$ cat src/rtl/rover_nav_pkg.sv
// Shared types for the rover navigation engine: FSM state encoding and the
// rule that fills the transition table at reset.
package rover_nav_pkg;

    typedef enum logic [1:0] {
        Idle   = 2'd0,
        Move   = 2'd1,
        Arrive = 2'd2
    } nav_state_t;

    // Branch 0 means "stay"; branch c>0 steps c rooms forward around the ring.
    function automatic int unsigned default_next(input int unsigned room,
                                                 input int unsigned cmd,
                                                 input int unsigned num_rooms);
        return (cmd == 0) ? room : (room + cmd) % num_rooms;
    endfunction

endpackage

$ cat src/rtl/rover_nav_table.sv
// Programmable (room, command) -> next-room table: combinational read port,
// range-checked write port with a one-cycle rejection pulse.
module rover_nav_table
    import rover_nav_pkg::*;
#(
    parameter int unsigned NUM_ROOMS = 8,
    parameter int unsigned CMD_W     = 1,
    localparam int unsigned ROOM_W   = $clog2(NUM_ROOMS)
) (
    input  logic              clk,
    input  logic              reset,
    input  logic [ROOM_W-1:0] rd_room,
    input  logic [CMD_W-1:0]  rd_cmd,
    output logic [ROOM_W-1:0] rd_next,
    input  logic              we,
    input  logic [ROOM_W-1:0] wr_room,
    input  logic [CMD_W-1:0]  wr_cmd,
    input  logic [ROOM_W-1:0] wr_next,
    output logic              wr_err
);

    localparam int unsigned     NUM_CMDS   = 2 ** CMD_W;
    localparam logic [ROOM_W:0] ROOM_LIMIT = NUM_ROOMS[ROOM_W:0];

    logic [ROOM_W-1:0] tbl_q [NUM_ROOMS][NUM_CMDS];
    logic              wr_ok;

    assign wr_ok   = ({1'b0, wr_room} < ROOM_LIMIT) && ({1'b0, wr_next} < ROOM_LIMIT);
    // Unused encodings (non power-of-two room count) read back as room 0.
    assign rd_next = ({1'b0, rd_room} < ROOM_LIMIT) ? tbl_q[rd_room][rd_cmd] : '0;

    always_ff @(posedge clk or posedge reset) begin
        if (reset) begin
            for (int unsigned r = 0; r < NUM_ROOMS; r++) begin
                for (int unsigned c = 0; c < NUM_CMDS; c++) begin
                    tbl_q[r][c] <= ROOM_W'(default_next(r, c, NUM_ROOMS));
                end
            end
            wr_err <= 1'b0;
        end else begin
            wr_err <= we && !wr_ok;
            if (we && wr_ok) begin
                tbl_q[wr_room][wr_cmd] <= wr_next;
            end
        end
    end

endmodule

$ cat src/rtl/rover_nav_engine.sv
// Table-driven rover navigation FSM (IDLE/MOVE/ARRIVE) with timed, abortable moves.
// Optional hop odometer is built only when ROVER_ODOMETER_EN is defined.
module rover_nav_engine
    import rover_nav_pkg::*;
#(
    parameter int unsigned NUM_ROOMS   = 8,
    parameter int unsigned CMD_W       = 1,
    parameter int unsigned MOVE_CYCLES = 4,
    parameter int unsigned ODO_W       = 16,
    localparam int unsigned ROOM_W     = $clog2(NUM_ROOMS)
) (
    input  logic              clk,
    input  logic              reset,
    input  logic              cmd_valid,
    output logic              cmd_ready,
    input  logic [CMD_W-1:0]  cmd,
    input  logic              abort,
    input  logic              cfg_we,
    input  logic [ROOM_W-1:0] cfg_room,
    input  logic [CMD_W-1:0]  cfg_cmd,
    input  logic [ROOM_W-1:0] cfg_next,
    output logic              cfg_err,
    output logic [ROOM_W-1:0] cur_room,
    output logic [ROOM_W-1:0] tgt_room,
    output logic              moving,
    output logic              arrived,
    output logic              aborted,
    output logic [ODO_W-1:0]  hop_count
);

    localparam int unsigned CNT_W = $clog2(MOVE_CYCLES + 1);

    nav_state_t        state_q, state_d;
    logic [CNT_W-1:0]  cnt_q, cnt_d;
    logic [ROOM_W-1:0] cur_q, cur_d, tgt_q, tgt_d;
    logic [ROOM_W-1:0] tbl_next;
    logic              aborted_q, aborted_d;

    rover_nav_table #(
        .NUM_ROOMS (NUM_ROOMS),
        .CMD_W     (CMD_W)
    ) u_table (
        .clk     (clk),
        .reset   (reset),
        .rd_room (cur_q),
        .rd_cmd  (cmd),
        .rd_next (tbl_next),
        .we      (cfg_we),
        .wr_room (cfg_room),
        .wr_cmd  (cfg_cmd),
        .wr_next (cfg_next),
        .wr_err  (cfg_err)
    );

    always_comb begin
        state_d   = state_q;
        cnt_d     = cnt_q;
        cur_d     = cur_q;
        tgt_d     = tgt_q;
        aborted_d = 1'b0;
        case (state_q)
            Idle: begin
                if (cmd_valid) begin
                    tgt_d = tbl_next;
                    if (tbl_next == cur_q) begin
                        state_d = Arrive;
                    end else begin
                        state_d = Move;
                        cnt_d   = CNT_W'(MOVE_CYCLES - 1);
                    end
                end
            end
            Move: begin
                // Abort takes priority over a counter that expires in the same cycle.
                if (abort) begin
                    state_d   = Idle;
                    aborted_d = 1'b1;
                end else if (cnt_q == '0) begin
                    state_d = Arrive;
                    cur_d   = tgt_q;
                end else begin
                    cnt_d = cnt_q - CNT_W'(1);
                end
            end
            Arrive: state_d = Idle;
            default: begin
                state_d = Idle;
                cur_d   = '0;
            end
        endcase
    end

    always_ff @(posedge clk or posedge reset) begin
        if (reset) begin
            state_q   <= Idle;
            cnt_q     <= '0;
            cur_q     <= '0;
            tgt_q     <= '0;
            aborted_q <= 1'b0;
        end else begin
            state_q   <= state_d;
            cnt_q     <= cnt_d;
            cur_q     <= cur_d;
            tgt_q     <= tgt_d;
            aborted_q <= aborted_d;
        end
    end

    assign cmd_ready = (state_q == Idle);
    assign moving    = (state_q == Move);
    assign arrived   = (state_q == Arrive);
    assign aborted   = aborted_q;
    assign cur_room  = cur_q;
    assign tgt_room  = tgt_q;

`ifdef ROVER_ODOMETER_EN
    logic [ODO_W-1:0] hop_q;
    logic             hop_inc;

    // Every completed MOVE changes rooms; stays never enter MOVE.
    assign hop_inc = (state_q == Move) && !abort && (cnt_q == '0);

    always_ff @(posedge clk or posedge reset) begin
        if (reset) begin
            hop_q <= '0;
        end else if (hop_inc && (hop_q != '1)) begin
            hop_q <= hop_q + ODO_W'(1);
        end
    end

    assign hop_count = hop_q;
`else
    assign hop_count = '0;
`endif

endmodule

$ cat config.mk
export PLATFORM = sky130hd
export DESIGN_NAME = rover_nav_engine
export DESIGN_NICKNAME = d
export VERILOG_FILES = /design/src/rtl/rover_nav_pkg.sv /design/src/rtl/rover_nav_table.sv /design/src/rtl/rover_nav_engine.sv
export SDC_FILE = /design/constraint.sdc
export NUM_CORES = 1
export LEC_CHECK = 0
export ABC_AREA = 1
export BUFFER_PORTS_ARGS = -buffer_cell sky130_fd_sc_hd__buf_4
export CAP_MARGIN = 5
export CORE_MARGIN = 2
export CORE_UTILIZATION = 30
export CTS_CLUSTER_DIAMETER = 50
export DETAILED_ROUTE_END_ITERATION = 10
export PLACE_DENSITY = 0.48
export SETUP_SLACK_MARGIN = 0.4
export SKIP_LAST_GASP = 1
export SYNTH_ARGS = -nofsm -noshare
export SYNTH_HDL_FRONTEND = slang
export SYNTH_SLANG_ARGS = --single-unit
$ cat constraint.sdc
create_clock -name clk -period 4 [get_ports clk]
set_clock_uncertainty 0.2 [all_clocks]
set_input_delay 0.8 -clock clk [delete_from_list [all_inputs] [get_ports clk]]
set_output_delay 0.8 -clock clk [all_outputs]
set_load 0.02 [all_outputs]
==> impl_summary.md <==
Timing
The final-report hold violation count is 0. Headroom to the max-slew limit came out at 0.313. For the finished layout, the period the worst path requires is 2.65 ns. After layout, the worst setup slack is 1.35 ns. The share of the clock period used by the worst path is 0.664.

The total negative setup slack is 0 ns. At the pin with the least slew margin, the transition time is 1.03 ns. The final count of negative-setup-slack endpoints is 0. Setup repair after global routing left no endpoint under its margin. The peak clock frequency supported by timing is 0.377 GHz. The number of max-slew violations in the final report is 0.

Global routing
The first global-routing pass estimated 13000 um of wire. The leftover overflow at the end of global routing is 0. The initial antenna violation count was 0.

Across every metal layer, demand over resource in global routing totals 0.149. Entering global routing, the biggest net connects 46 pins. The via count of the first global-routing pass was 2487.

CTS
The clock latency at the later pin of the worst-skew pair is 0.35 ns. In this run the clock root is driven by a clkbuf_8. Buffers inserted during clock tree synthesis total 9. The post-CTS clock slew at the launch and capture registers of the worst setup and hold paths is 0.07 ns. The number of setup buffers added after CTS is 0. The number of sinks driven by the clock tree is 60. The H-tree generated during clock tree synthesis spans 3 levels. TritonCTS built the clock tree. The number of buffers on the longest clock path is 2. Post-CTS repair changed the size of 0 cells. The quantity of hold-fixing buffers added after cts is 0.

Critical path
The startpoint identified for the worst register-to-register timing path is cur_room[0]. The startpoint of the worst setup timing path is cur_room[0]. At the worst endpoint, the arrival time is 1.65 ns. The delay of the slowest cell on the worst path is 1.02 ns.

Traced cell by cell, the critical path runs through buf_4. In this run the number of cells on the critical path is 1. The critical path data required time is 3.00 ns.

The class of the most critical setup path is flip-flop to output port. In this run the critical register-to-register path is captured at cnt_q[2]. The kind of cell with the highest combined delay along the critical path is flip-flops. Counting both buffers and inverters, the worst setup path holds a total of 1. The setup slack of the worst register-to-register path is 1.41 ns. In this run the worst path has a maximum fanout of 35. The standard cell with the maximum stage delay on the critical path is dfrtp_1. The timing endpoint of the critical path is cur_room[0].

Measured in cells, the most critical reg-to-reg path has a length of 11. The worst setup path is captured at an output port. STA classifies the critical path startpoint as a flip-flop.

Placement
Input and output buffers added on the ports amount to 22. The post-detailed-placement half-perimeter wirelength is 5880 um. Routability-driven placement finished with a final weighted congestion of 0.822. OpenSTA, run right after detailed placement, puts the worst setup slack at 1.42 ns.

Yosys
Synthesis handed over a netlist of 423 instances. The register area share after synthesis is 0.473. In this run, synthesis inferred 0 flip-flops with an integrated enable. Ranked by total cell area, the synthesized netlist is headed by dfrtp_1 28%, dfstp_2 19%, nand2_1 14%. The leading cell type by number of instances after synthesis is nand2_1. The commonest cells after synthesis are 120 x nand2_1, 61 x inv_1, 53 x o21ai_0, 44 x nand3_1, 36 x dfrtp_1.

Counting flops with an async set or reset pin after synthesis yields a share of 1.00. The most instantiated flip-flop cell in the synthesis netlist is dfrtp_1. The synthesized cell area is 3240 um2. The number of storage elements in the synthesis netlist is 60. The fraction of synthesized cell area taken by the top area cell type is 0.278.

The distinct cell type count of the synthesized netlist is 24. The synthesized design spends more area on one cell type than any other, namely dfrtp_1. Yosys printed 0 warnings. The average cell area after synthesis is 7.65 um2.

Layout
In the final layout, the share of cells above drive strength 1 is 0.167. The layout has 1143 filler cells. The layout-stage area growth over the synthesis result is 10.2%. The antenna diode count is 0. The number of nets in the final layout is 459.

Drt
The ratio of routed vias to standard cells is 4.46. After detailed routing, the average wire length per cell comes to 13.6 um. For this run, design rule violations remaining after detail routing come to 0. The number of search-and-repair iterations in the first detailed-routing pass is 4. The post-route antenna net violation count is 0. The via count of the routed design is 2607. The violation count after the first detailed-routing iteration is 104. The wire length after detailed routing is 7950 um.

Hold path
The class of the tightest hold or removal check is primary input to async pin.

Outcome
The run finished with clean final reports.

Power and ir drop
The static leakage is 1.72 nW. VDD sags by at most 0.234 mV. Power spread over the standard cell area amounts to 647 nW/um2.

Die
The die is 108 um wide. The core region is 10400 um2. The floorplan has 37 rows. The die covers 11600 um2. The vertical extent of the die is 108 um. The initial utilization of the core area, before any placement, comes to 0.311. In this run the count of I/O pins placed on the die edge is 40.

Run
The max capacitance violation total is 0.
routing by layer:
metal / global-route usage / part of all wire
met5: 0 / 0
met4: 0.0586 / 0.019
met3: 0.0424 / 0.041
met2: 0.212 / 0.43
met1: 0.212 / 0.51
sequential cells by signal, indices dropped and copies added, names as in the netlist:
signal and count:
tgt_room 3, cur_room 3, cnt_q 3, aborted 1, u_table.tbl_q 48, state_q 2
final cells by class:
cell class | count | area [um2] | share of cell area
multi-input cells | 287 | 1300 | 0.364
clock buffers | 13 | 139 | 0.0389
well taps | 136 | 170 | 0.0477
inverters | 63 | 241 | 0.0677
flip-flops and latches | 60 | 1530 | 0.429
clock inverters | 3 | 15.0 | 0.00421
repair buffers | 23 | 173 | 0.0484
kinds of logic (layout without fill, tap and decap cells):
logic type,after synthesis,in the layout,share of synthesized area
fa+ha+maj,2,2,0.00773
flops,60,60,0.473
simple gates,208,208,0.276
other cells,1,17,0.00116
buf+inv,92,102,0.144
compound gates,60,60,0.0974
per-stage QoR:
step	std cells	utilization	area, um2	hold WS, ns	total power, W
finish	585	0.342	3570	0.214	0.00231
floorplan	439	-	3300	0.253	0.00166
detailed placement	569	0.328	3410	0.276	0.00186
CTS	585	0.342	3570	0.208	0.00233
global placement	569	0.328	3410	0.269	0.00186
global route	585	0.342	3570	0.219	0.00250
worst min path at each step:
stage	startpoint	end	slack, ns
after floorplan	u_table.tbl_q[38]	u_table.tbl_q[38]	0.25
after global placement	u_table.tbl_q[46]	u_table.tbl_q[46]	0.27
after detailed placement	u_table.tbl_q[9]	u_table.tbl_q[9]	0.28
after CTS	reset	u_table.tbl_q[45]	0.21
after global routing	reset	u_table.tbl_q[46]	0.22
final	reset	u_table.tbl_q[45]	0.21
cells in the final DEF (no fill, tap or decap), types with 3 or more instances in the layout:
| master | Yosys | final |
|---|---|---|
| buf_4 | 19 | 23 |
| clkbuf_1 | 4 | 4 |
| nor3_1 | 5 | 5 |
| nand2_2 | 9 | 9 |
| o22ai_1 | 3 | 3 |
| clkbuf_8 | 0 | 9 |
| dfstp_2 | 24 | 24 |
| dfrtp_1 | 36 | 36 |
| nand3_1 | 44 | 44 |
| o21ai_0 | 53 | 53 |
| inv_1 | 61 | 60 |
| nand2_1 | 120 | 120 |
| nor2_1 | 24 | 24 |
| clkinv_2 | 0 | 3 |
| conb_1 | 1 | 17 |
power by group:
part | leakage [nW] | switching, W | internal, W
clock | 0.0812 | 0.000234 | 0.000222
combinational | 0.933 | 0.000579 | 0.000330
sequential | 0.704 | 0.000141 | 0.000801
total | 1.72 | 0.000954 | 0.00135
No activity file was read; power rests on OpenSTA's default activity.
